### config.mk
export PLATFORM = sky130hd
export DESIGN_NAME = proc_ctrl_fsm
export DESIGN_NICKNAME = d
export VERILOG_FILES = /design/src/rtl/proc_ctrl_fsm.sv
export SDC_FILE = /design/constraint.sdc
export NUM_CORES = 1
export LEC_CHECK = 0
export ABC_AREA = 0
export CORE_AREA = 4 4 90 92
export DETAILED_ROUTE_END_ITERATION = 6
export DIE_AREA = 0 0 94 96
export PLACE_DENSITY = 0.82
export SLEW_MARGIN = 20
export SYNTH_ARGS = -nofsm -noshare
export SYNTH_HDL_FRONTEND = slang
export SYNTH_SLANG_ARGS = --single-unit
### constraint.sdc
create_clock -name clk -period 2.3 [get_ports clk]
set_clock_uncertainty 0.1 [all_clocks]
set_input_delay 0.23 -clock clk [delete_from_list [all_inputs] [get_ports clk]]
set_output_delay 0.23 -clock clk [all_outputs]
set_load 0.03 [all_outputs]
### src/rtl/proc_ctrl_fsm.sv
// Multicycle control unit: accepts one instruction at a time and sequences the
// register file / add-sub ALU datapath through read, execute and write-back.
module proc_ctrl_fsm #(
   parameter int ADDR_W = 5,
   parameter int DATA_W = 32,
   parameter int CNT_W  = 16
) (
   input  logic              clk,
   input  logic              rst_n,
   // Handshake: an instruction transfers on a rising edge where instr_valid
   // and instr_ready are both 1; at any other edge the inputs are ignored.
   input  logic              instr_valid,
   output logic              instr_ready,
   input  logic [6:0]        op_code,
   input  logic [ADDR_W-1:0] rs1,
   input  logic [ADDR_W-1:0] rs2,
   input  logic [ADDR_W-1:0] rd,
   input  logic [DATA_W-1:0] imm,
   output logic [ADDR_W-1:0] rf_raddr1,
   output logic [ADDR_W-1:0] rf_raddr2,
   output logic [ADDR_W-1:0] rf_waddr,
   output logic              rf_we,
   output logic              wdata_sel,
   output logic              alu_sub,
   output logic [DATA_W-1:0] imm_out,
   output logic              busy,
   output logic              op_done,
   output logic              illegal_op,
   output logic [CNT_W-1:0]  retired_cnt,
   output logic [2:0]        dbg_state
);

   typedef enum logic [2:0] {
      S_IDLE  = 3'd0,
      S_READ  = 3'd1,
      S_EXEC  = 3'd2,
      S_WRITE = 3'd3,
      S_DONE  = 3'd4
   } state_t;

   localparam logic [6:0] OP_NOP   = 7'd0;
   localparam logic [6:0] OP_STORE = 7'd1;
   localparam logic [6:0] OP_ADD   = 7'd2;
   localparam logic [6:0] OP_SUB   = 7'd3;

   state_t            state_q, state_d;
   logic [6:0]        op_q, op_d;
   logic [ADDR_W-1:0] rs1_q, rs1_d;
   logic [ADDR_W-1:0] rs2_q, rs2_d;
   logic [ADDR_W-1:0] rd_q, rd_d;
   logic [DATA_W-1:0] imm_q, imm_d;
   logic [CNT_W-1:0]  cnt_q, cnt_d;

   logic              op_legal;
   logic              is_store;
   logic              is_sub;
   logic [ADDR_W-1:0] wr_addr;

   // Legal opcodes are exactly 0..3, i.e. every upper bit clear.
   assign op_legal = (op_q[6:2] == 5'd0);
   assign is_store = (op_q == OP_STORE);
   assign is_sub   = (op_q == OP_SUB);
   assign wr_addr  = is_store ? rs1_q : rd_q;

   always_ff @(posedge clk) begin
      if (!rst_n) begin
         state_q <= S_IDLE;
         op_q    <= '0;
         rs1_q   <= '0;
         rs2_q   <= '0;
         rd_q    <= '0;
         imm_q   <= '0;
         cnt_q   <= '0;
      end else begin
         state_q <= state_d;
         op_q    <= op_d;
         rs1_q   <= rs1_d;
         rs2_q   <= rs2_d;
         rd_q    <= rd_d;
         imm_q   <= imm_d;
         cnt_q   <= cnt_d;
      end
   end

   always_comb begin
      state_d = state_q;
      op_d    = op_q;
      rs1_d   = rs1_q;
      rs2_d   = rs2_q;
      rd_d    = rd_q;
      imm_d   = imm_q;
      cnt_d   = cnt_q;
      case (state_q)
         S_IDLE: begin
            if (instr_valid) begin
               op_d  = op_code;
               rs1_d = rs1;
               rs2_d = rs2;
               rd_d  = rd;
               imm_d = imm;
               case (op_code)
                  OP_ADD, OP_SUB: state_d = S_READ;
                  OP_STORE:       state_d = S_WRITE;
                  default:        state_d = S_DONE;
               endcase
            end
         end
         S_READ:  state_d = S_EXEC;
         S_EXEC:  state_d = S_WRITE;
         S_WRITE: state_d = S_DONE;
         S_DONE: begin
            state_d = S_IDLE;
            if (op_legal && !(&cnt_q)) begin
               cnt_d = cnt_q + 1'b1;
            end
         end
         default: state_d = S_IDLE;
      endcase
   end

   always_comb begin
      instr_ready = 1'b0;
      busy        = 1'b0;
      rf_raddr1   = '0;
      rf_raddr2   = '0;
      rf_waddr    = '0;
      rf_we       = 1'b0;
      wdata_sel   = 1'b0;
      alu_sub     = 1'b0;
      op_done     = 1'b0;
      illegal_op  = 1'b0;
      case (state_q)
         S_IDLE: instr_ready = 1'b1;
         S_READ: begin
            busy      = 1'b1;
            rf_raddr1 = rs1_q;
            rf_raddr2 = rs2_q;
         end
         S_EXEC: begin
            busy      = 1'b1;
            rf_raddr1 = rs1_q;
            rf_raddr2 = rs2_q;
            alu_sub   = is_sub;
         end
         S_WRITE: begin
            busy      = 1'b1;
            rf_raddr1 = rs1_q;
            rf_raddr2 = rs2_q;
            rf_waddr  = wr_addr;
            // x0 is hardwired: the cycle still happens, the write does not.
            rf_we     = (wr_addr != '0);
            wdata_sel = is_store;
            alu_sub   = is_sub;
         end
         S_DONE: begin
            busy       = 1'b1;
            rf_raddr1  = rs1_q;
            rf_raddr2  = rs2_q;
            op_done    = 1'b1;
            illegal_op = !op_legal;
         end
         default: ;
      endcase
   end

   assign imm_out     = imm_q;
   assign retired_cnt = cnt_q;
   assign dbg_state   = state_q;

endmodule

==> PnR_summary.wiki, run 1 <==
{| class="wikitable"
! Metric !! Value
|-
| Routed vias || 3216
|-
| Final cell area excluding filler cells || 4751 µm²
|-
| Number of stages on the worst setup path || 6
|-
| Sw power || 0.0007626 W
|-
| Avg Inst Size Synth || 7.934 µm²
|-
| Clock slew at reported path FFs || 0.08 ns
|-
| Fraction of layout cells with a size suffix above 1 || 9.789%
|-
| Final-layout setup total negative slack || -0.7363 ns
|-
| Number of max-slew violations in the final report || 0
|-
| Chip Height || 96 µm
|-
| Average wire per cell in the routed design || 14.44 µm
|-
| Floorplan row count || 31
|-
| Antenna viol nets, final || 0
|-
| Cell breakdown of the critical path || or4_4, nor4b_4, buf_6, mux2i_1, nor2_1, buf_4
|-
| CP max FO || 8
|-
| First-pass GRT wire length || 14.79 mm
|-
| CP Launch Type || flip-flop
|-
| # diodes || 0
|-
| Reg2Reg Setup Slack || 0.25 ns
|-
| Number of hold buffers added after CTS || 0
|-
| Number of vias per cell after detailed routing || 5.187
|-
| PwrDens || 623.6 nW/µm²
|-
| Slowest cell delay on critical path || 0.55 ns
|-
| Clock tree root driver cell || clkbuf_8
|-
| Top Family by Delay on Critical Path || simple AND/OR/NAND/NOR gates
|-
| Utilization after layout || 65.85%
|-
| Leading cell types in the layout, fill and taps excluded || 116 x nand2_1, 116 x clkdlybuf4s50_1, 71 x dfxtp_1, 67 x a21oi_1, 17 x buf_4
|-
| Count of buffering cells on the critical path with inverters included || 2
|-
| Data arrival time of the critical path || 2.08 ns
|-
| Synth Warn # || 0
|-
| Clock network power share || 36.9%
|-
| Total congestion overflow after global routing || 0
|-
| Number of sinks on the clock net || 73
|-
| Final Instance Count excl. Fillers || 620
|-
| Number of buffers inserted by port buffering || 129
|-
| Path type of the worst setup path || flip-flop to output pin
|-
| Final RePlAce weighted congestion || 0.8760
|-
| PnR worst setup slack || -0.1083 ns
|-
| Antenna violations before repair || 0
|-
| Die footprint || 9024 µm²
|-
| Slowest CP cell || or4_4
|-
| Post-synth top flop || dfxtp_1
|-
| Worst voltage drop across the vdd grid || 0.4715 mV
|-
| Inserted Clock Buffers || 9
|-
| Pin count of the biggest net entering global routing || 55
|-
| EDFF count, synth || 0
|-
| Setup violation total in the final timing report || 13
|-
| Violated checks || negative setup slack
|-
| Netlist Area Pre-Place || 3094 µm²
|-
| HPWL Detailed || 6.332 mm
|-
| Max Root-Sink Buffers || 2
|-
| Setup repair after global routing missed its margin || yes
|-
| Post-route minimum period || 2.408 ns
|-
| Total I/O pin count || 130
|-
| Endpoint required time on the critical path || 1.97 ns
|-
| Sw Ratio || 25.74%
|-
| Cell Int Power || 0.002200 W
|-
| Post-synthesis net count || 448
|-
| Synthesized instance count || 390
|-
| Yosys reg bits || 73
|-
| Clock latency of the later-clocked register in the worst-skew pair || 0.33 ns
|-
| Proportion of netlist area held by the largest area contributor || 47.23%
|-
| Worst hold path depth || 3
|-
| Number of optimization iterations in the first detailed-route pass || 4
|-
| Leading area contributor after synthesis || dfxtp_1
|-
| Starting utilization of the core area || 42.89%
|-
| Die W || 94 µm
|-
| Drc violations || 0
|-
| Count of max-cap constraint violations || 0
|-
| Final Hold Vio Count || 0
|-
| Aggregate routed wire length || 8.955 mm
|-
| Number of global-route vias before repair || 3124
|-
| Share of synthesized registers carrying an async set or reset || 0%
|-
| Leakage || 1.719 nW
|-
| Count of H-tree levels built during CTS || 3
|-
| Slew Limit Headroom || 70.60%
|-
| Hold Crit Class || input pin to flip-flop
|-
| Final Cycle Share || 104.7%
|-
| All-layer global routing usage || 20.48%
|-
| Detailed Route Iter0 Violations || 151
|-
| Cell types with the largest area share after synthesis || dfxtp_1 47%, nand2_1 14%, a21oi_1 11%
|-
| Highest Clock Rate || 0.4152 GHz
|-
| Area after detailed placement || 4504 µm²
|-
| Area added between synthesis and finish || 53.54%
|-
| Tightest Pin Transition || 0.4389 ns
|-
| Number of cells traversed by the worst register-to-register path || 6
|-
| Endpoint type of the worst setup path || output pin
|-
| Number of nets at the end of the flow || 575
|-
| Count of placed standard cells including taps || 604
|-
| Result of the run || finished with violations
|-
| TritonCTS clock tree || built
|-
| Share of power burned in combinational logic || 17.0%
|-
| Core area || 7214 µm²
|-
| Distinct cells, synth || 39
|-
| Proportion of synthesized chip area in sequential cells || 47.23%
|-
| Sequential Power Share || 46.1%
|}
## power by group through the flow
stage / clock network, W / logic, W / registers, W
floorplan: 0 / 0.000183 / 0.00146
global placement: 0 / 0.000492 / 0.00139
detailed placement: 0 / 0.000500 / 0.00139
CTS: 0.00112 / 0.000507 / 0.00137
global route: 0.00117 / 0.000547 / 0.00137
finish: 0.00109 / 0.000503 / 0.00137
## registers in the layout, indices dropped and copies added, names as in the netlist
signal / flops
rd_q: 5
op_q: 7
rs1_q: 5
rs2_q: 5
imm_out: 32
dbg_state: 3
retired_cnt: 16
## final timing paths
check | startpoint | to
min | imm[28] | imm_out[28]
max reg2reg | op_q[2] | retired_cnt[12]
max | op_q[2] | rf_waddr[3]
min reg2reg | rs2_q[0] | rs2_q[0]
## final cells by class
type | instances | area, µm²
clock buffer | 10 | 137.6
clock inverter | 5 | 78.83
fill | 601 | 2464
inverter | 2 | 7.507
multi-input combinational | 292 | 1558
sequential | 73 | 1464
tap | 99 | 123.9
timing repair buffer | 139 | 1381
## timing repair
action                     4_1_cts  5_1_grt
pin swaps                        1        2
setup endpoints to repair       16       18
setup buffers                    1        0
resized for setup                5        3
## Yosys cell counts, types with 5 or more instances
| master | number |
|---|---|
| dfxtp_1 | 73 |
| nand3_1 | 10 |
| and2_1 | 13 |
| a21oi_1 | 67 |
| nand4_1 | 6 |
| clkbuf_1 | 19 |
| nor3_1 | 8 |
| mux2i_1 | 5 |
| nand2_1 | 117 |
| or4_1 | 9 |
| nor2_1 | 12 |
| o31ai_1 | 6 |
## per-layer routing
| metal | vias up | wire (µm) | GRT usage [%] |
|---|---|---|---|
| met5 | - | 0 | 0 |
| met4 | 0 | 160 | 8.905 |
| met3 | 13 | 734 | 5.942 |
| met2 | 114 | 4462 | 34.36 |
| met1 | 1476 | 3598 | 24.46 |
| li1 | 1613 | - | - |
## worst min-delay path: cells and delay by family
kind	cells	cell delay (ns)
AND/OR/NAND/NOR	1	0.05
AO/OA/AOI/OAI	1	0.05
buffers and inverters	1	0.40
## through the flow
stage               total power, W  setup slack, ns  hold WS (ns)
finish                    0.002963          -0.1083        0.3367
global route              0.003094          -0.2363        0.3415
CTS                       0.002994          -0.1208        0.3222
detailed placement        0.001895          0.06286        0.3457
global placement          0.001884           0.2028        0.3414
floorplan                 0.001642          0.01215        0.2478
## logic make-up (layout without fill, tap and decap cells)
| family | Yosys count | count (layout) | synth area share [%] |
|---|---|---|---|
| and+or+nand+nor | 198 | 198 | 31.54 |
| AOI/OAI and AO/OA | 87 | 87 | 15.73 |
| muxes | 5 | 5 | 1.618 |
| DFF | 73 | 73 | 47.23 |
| xor gates and xnor gates | 1 | 1 | 0.2831 |
| adders and majority gates | 1 | 1 | 0.4043 |
| buffers and inverters | 25 | 156 | 3.194 |
Power figures use the tool's default switching activity.
==> run 2: changes to the inputs <==
- PLACE_DENSITY: 0.82 -> 0.8
==> run 2 against run 1 <==
Compared with the run above: the flow still finishes with violations (negative setup slack); critical path depth stayed put; die area did not move; combinational power barely moved; sequential share of layout area fell by 0.32 points; sequential power about the same; register-to-register slack is essentially flat; via count rose by 0.44%; sequential cell count did not move; routed wire length is 0.73% higher; clock-buffer cell count is 2 higher; clock power is 4% higher; power up 1.2%.
==> PnR_summary.wiki, run 2 (synthesis results as in run 1) <==
{| class="wikitable"
! Metric !! Value
|-
| Final RePlAce weighted congestion || 0.8662
|-
| Number of max-slew violations in the final report || 0
|-
| Final Hold Vio Count || 0
|-
| Hold slack || 0.3334 ns
|-
| Drc violations || 0
|-
| Violated checks || negative setup slack
|-
| Area taken by multi-input logic gates || 1569 µm²
|-
| First-pass GRT wire length || 14.81 mm
|-
| Number of global-route vias before repair || 3227
|-
| Number of sinks on the clock net || 73
|-
| PwrDens || 623.6 nW/µm²
|-
| Average wire per cell in the routed design || 14.50 µm
|-
| Hold Crit Class || input pin to flip-flop
|-
| CP Launch Type || flip-flop
|-
| Floorplan row count || 31
|-
| Routed vias || 3230
|-
| TritonCTS clock tree || built
|-
| Inserted Clock Buffers || 9
|-
| Total congestion overflow after global routing || 0
|-
| All-layer global routing usage || 20.65%
|-
| Detailed Route Iter0 Violations || 82
|-
| Die footprint || 9024 µm²
|-
| Starting utilization of the core area || 42.89%
|-
| Setup violation total in the final timing report || 6
|-
| Number of buffers inserted by port buffering || 129
|-
| Utilization after layout || 66.65%
|-
| # diodes || 0
|-
| Max Root-Sink Buffers || 2
|-
| Antenna violations before repair || 0
|-
| PnR worst setup slack || -0.1088 ns
|-
| Highest Clock Rate || 0.4152 GHz
|-
| Total I/O pin count || 130
|-
| Number of nets at the end of the flow || 576
|-
| Antenna viol nets, final || 0
|-
| Die W || 94 µm
|-
| Count of max-cap constraint violations || 0
|-
| Leakage || 1.867 nW
|-
| Endpoint required time on the critical path || 1.97 ns
|-
| Global routing usage on met3 || 6.568%
|-
| Busiest layer in global routing || met2
|-
| Worst voltage drop across the vdd grid || 0.3972 mV
|-
| HPWL Detailed || 6.527 mm
|-
| Pin count of the biggest net entering global routing || 55
|-
| Placement Setup Slack || 0.06492 ns
|-
| Chip Height || 96 µm
|-
| Largest register FFs || 32
|-
| Number of filler cells placed in the layout || 644
|-
| Area added between synthesis and finish || 55.40%
|-
| Core area || 7214 µm²
|-
| Aggregate routed wire length || 9.020 mm
|-
| Data arrival time of the critical path || 2.08 ns
|-
| Clock latency of the later-clocked register in the worst-skew pair || 0.33 ns
|-
| Leading cell types in the layout, fill and taps excluded || 116 x nand2_1, 109 x clkdlybuf4s50_1, 69 x dfxtp_1, 67 x a21oi_1, 17 x buf_4
|-
| Number of optimization iterations in the first detailed-route pass || 4
|-
| Number of hold buffers added after CTS || 0
|-
| Most common cell after layout, fill and taps aside || nand2_1
|-
| Result of the run || finished with violations
|-
| Count of placed standard cells including taps || 605
|-
| Tightest Pin Transition || 0.4334 ns
|-
| Final Instance Count excl. Fillers || 622
|-
| Count of H-tree levels built during CTS || 3
|-
| Slew Limit Headroom || 70.87%
|-
| Final Cycle Share || 104.7%
|-
| Global-route track usage on met2 || 36.72%
|-
| Clock tree root driver cell || clkbuf_8
|-
| Met1 Usage GRT || 23.04%
|-
| CP max FO || 8
|-
| Fraction of layout cells with a size suffix above 1 || 9.943%
|-
| FF/Latch Area || 1466 µm²
|-
| Post-route minimum period || 2.409 ns
|-
| Endpoint type of the worst setup path || output pin
|-
| Clock slew at reported path FFs || 0.08 ns
|-
| Setup repair after global routing missed its margin || yes
|-
| Number of vias per cell after detailed routing || 5.193
|-
| Path type of the worst setup path || flip-flop to output pin
|}
-- run 2: cell types whose count changed in the layout (fill, tap and decap cells not counted), moves of 2 or more --
| cell | previous run | this run |
|---|---|---|
| dfxtp_1 | 71 | 69 |
| clkdlybuf4s50_1 | 116 | 109 |
| clkinv_2 | 2 | 0 |
| dfxtp_2 | 2 | 4 |
| dlymetal6s2s_1 | 1 | 9 |
| clkinvlp_4 | 0 | 2 |
-- run 2: routing by layer --
layer,vias up,share of wire (%)
met1,1521,40
met2,102,52
met5,-,0
met3,4,7.9
met4,0,0.70
li1,1603,-
-- run 2: final timing paths --
check             cells past startpoint          from  slack [ns]         endpoint
setup reg to reg                      5  dbg_state[0]        0.26  retired_cnt[12]
setup / recovery                      6       op_q[2]       -0.11      rf_waddr[4]
hold reg to reg                       2    imm_out[8]        0.36       imm_out[8]
hold / removal                        3        rs2[4]        0.33         rs2_q[4]
-- run 2: what timing repair did --
| item | in CTS | in global routing |
|---|---|---|
| endpoints found under the setup margin | 17 | 17 |
| gates resized for setup | 7 | 12 |
| setup buffers | 1 | 0 |
| pin swaps | 1 | 2 |
-- run 2: where the power goes --
part           switching [W]  internal, W  total (W)
clock               0.000456     0.000671    0.00113
combinational       0.000262     0.000242   0.000503
sequential         0.0000443      0.00132    0.00137
total               0.000762      0.00224    0.00300
-- run 2: layout make-up --
class,count,area share [%]
clock buffers,12,3.227
clock inverters,4,1.561
flip-flops and latches,73,30.50
well taps,99,2.576
repair buffers,140,29.35
multi-input cells,292,32.63
inverters,2,0.1561
-- run 2: through the flow --
step	setup TNS [ns]	cell area, µm²	total power, W
3_3_place_gp	0	4514	0.001883
5_1_grt	-1.099	4808	0.003135
3_5_place_dp	0	4514	0.001897
4_1_cts	-1.205	4768	0.003030
2_1_floorplan	0	3099	0.001642
6_report	-0.5073	4808	0.002999
-- run 2: worst max-delay path, stage by stage, from the launching register on --
cell	delay [ns]
dfxtp_2	0.32
or4_4	0.55
nor4b_4	0.24
buf_6	0.18
mux2i_1	0.21
nor2_1	0.06
buf_4	0.17
==> run 3: changes to the inputs <==
- PLACE_DENSITY: 0.8 -> 0.88
- SETUP_SLACK_MARGIN: not set -> 0.1
- TNS_END_PERCENT: not set -> 1
==> run 3 against run 2 <==
Compared with the run above: the run still ends with negative setup slack left; first-iteration DRC count is 59% higher; clock-buffer cell count decreased by 1; final cell count down 0.32%; worst setup slack improved by 0.0066 ns; utilization shrank 1.8 points; routed wire length shrank 2.8%; critical path type unchanged; largest cell class unchanged; largest power group unchanged.
==> PnR_summary.wiki, run 3 (synthesis results as in run 1) <==
{| class="wikitable"
! Metric !! Value
|-
| Result of the run || finished with violations
|-
| Violated checks || negative setup slack
|-
| Antenna viol nets, final || 0
|-
| First-pass GRT wire length || 14.41 mm
|-
| CP max FO || 8
|-
| CP Launch Type || flip-flop
|-
| Fraction of layout cells with a size suffix above 1 || 10.94%
|-
| Floorplan row count || 31
|-
| Die footprint || 9024 µm²
|-
| Max Root-Sink Buffers || 2
|-
| PnR worst setup slack || -0.1022 ns
|-
| Setup violation total in the final timing report || 7
|-
| Data arrival time of the critical path || 2.07 ns
|-
| Number of vias per cell after detailed routing || 5.274
|-
| Clock tree root driver cell || clkbuf_8
|-
| Endpoint required time on the critical path || 1.97 ns
|-
| Endpoint type of the worst setup path || output pin
|-
| Setup repair after global routing missed its margin || yes
|-
| Number of optimization iterations in the first detailed-route pass || 4
|-
| Final Hold Vio Count || 0
|-
| Worst hold path depth || 3
|-
| Tightest Pin Transition || 0.4017 ns
|-
| Drc violations || 0
|-
| Total I/O pin count || 130
|-
| Number of nets at the end of the flow || 576
|-
| Count of placed standard cells including taps || 605
|-
| # diodes || 0
|-
| Utilization after layout || 64.86%
|-
| Aggregate routed wire length || 8.766 mm
|-
| Number of hold buffers added after CTS || 0
|-
| Final RePlAce weighted congestion || 0.8820
|-
| Count of max-cap constraint violations || 0
|-
| Routed vias || 3270
|-
| Number of cells traversed by the worst register-to-register path || 5
|-
| Average wire per cell in the routed design || 14.14 µm
|-
| TritonCTS clock tree || built
|-
| Most common cell after layout, fill and taps aside || nand2_1
|-
| Leading cell types in the layout, fill and taps excluded || 116 x nand2_1, 108 x clkdlybuf4s50_1, 70 x dfxtp_1, 67 x a21oi_1, 25 x buf_4
|-
| Post-route minimum period || 2.402 ns
|-
| Number of sinks on the clock net || 73
|-
| Area taken by multi-input logic gates || 1548 µm²
|-
| Antenna violations before repair || 0
|-
| Inserted Clock Buffers || 9
|-
| Hold Crit Class || input pin to flip-flop
|-
| Highest Clock Rate || 0.4163 GHz
|-
| Worst voltage drop across the vdd grid || 0.3732 mV
|-
| Detailed Route Iter0 Violations || 130
|-
| Pin count of the biggest net entering global routing || 55
|-
| Area added between synthesis and finish || 51.23%
|-
| Count of H-tree levels built during CTS || 3
|-
| Slew Limit Headroom || 73.00%
|-
| Number of max-slew violations in the final report || 0
|-
| Final Cycle Share || 104.4%
|-
| Final Instance Count excl. Fillers || 620
|-
| Placement Setup Slack || 0.2138 ns
|-
| Largest register FFs || 32
|-
| Core area || 7214 µm²
|-
| Clock latency of the later-clocked register in the worst-skew pair || 0.33 ns
|-
| Chip Height || 96 µm
|-
| Path type of the worst setup path || flip-flop to output pin
|-
| All-layer global routing usage || 19.91%
|-
| Leakage || 1.707 nW
|-
| Number of global-route vias before repair || 3150
|-
| FF/Latch Area || 1465 µm²
|-
| Clock slew at reported path FFs || 0.07 ns
|-
| Total congestion overflow after global routing || 0
|-
| HPWL Detailed || 6.399 mm
|-
| Number of buffers inserted by port buffering || 129
|-
| Starting utilization of the core area || 42.89%
|-
| Die W || 94 µm
|-
| Number of filler cells placed in the layout || 630
|-
| PwrDens || 583.5 nW/µm²
|}
run 3: changes by cell type in the layout (fill, tap and decap cells not counted), sizes merged:
cell	previous run	this run
dlygate4sd2	1	3
clkinv	0	2
bufinv	2	0
dlymetal6s2s	9	0
clkinvlp	2	1
clkdlybuf4s50	109	108
clkbuf	12	11
buf	21	29
run 3: repair_timing:
item | 4_1_cts | 5_1_grt
setup buffers | 1 | 0
gates resized for setup | 5 | 2
endpoints found under the setup margin | 11 | 12
run 3: final timing paths:
check / from / endpoint / slack [ns]
worst max-delay path: op_q[2] / rf_waddr[3] / -0.10
worst min register to register: rs2_q[0] / rs2_q[0] / 0.35
worst min-delay path: imm[15] / imm_out[15] / 0.34
worst max register to register: retired_cnt[0] / retired_cnt[12] / 0.31
run 3: through the flow:
stage	total power [W]	TNS (ns)	area (µm²)	hold slack [ns]
after floorplan	0.001643	0	3104	0.2478
after global placement	0.001883	0	4499	0.3415
after detailed placement	0.001892	0	4499	0.3457
after CTS	0.002763	-0.6339	4677	0.3228
after global routing	0.002867	-1.066	4679	0.3308
final	0.002731	-0.4571	4679	0.3387
run 3: area by class of cell:
| cell class | count | share of cell area (%) |
|---|---|---|
| inverter | 2 | 0.1604 |
| multi-input combinational | 292 | 33.07 |
| clock buffer | 11 | 3.235 |
| clock inverter | 3 | 0.3743 |
| sequential | 73 | 31.31 |
| tap | 99 | 2.647 |
| timing repair buffer | 140 | 29.20 |
run 3: per-layer routing:
layer	part of all wire, %	global-route usage [%]	up-vias
met4	2.4	9.988	0
met2	49	34.36	119
met5	0	0	-
met1	41	22.00	1525
met3	7.7	6.489	22
li1	-	-	1604
run 3: report_power, final:
part	total (W)	switching, W	internal, W
Sequential	0.00137	0.0000426	0.00132
Clock	0.000869	0.000434	0.000435
Combinational	0.000495	0.000256	0.000238
run 3: critical path: stages, from the launching register on:
cell and delay, ns:
dfxtp_2 0.33, or4_4 0.55, nor4b_4 0.24, buf_6 0.18
mux2i_1 0.21, nor2_1 0.06, buf_4 0.18
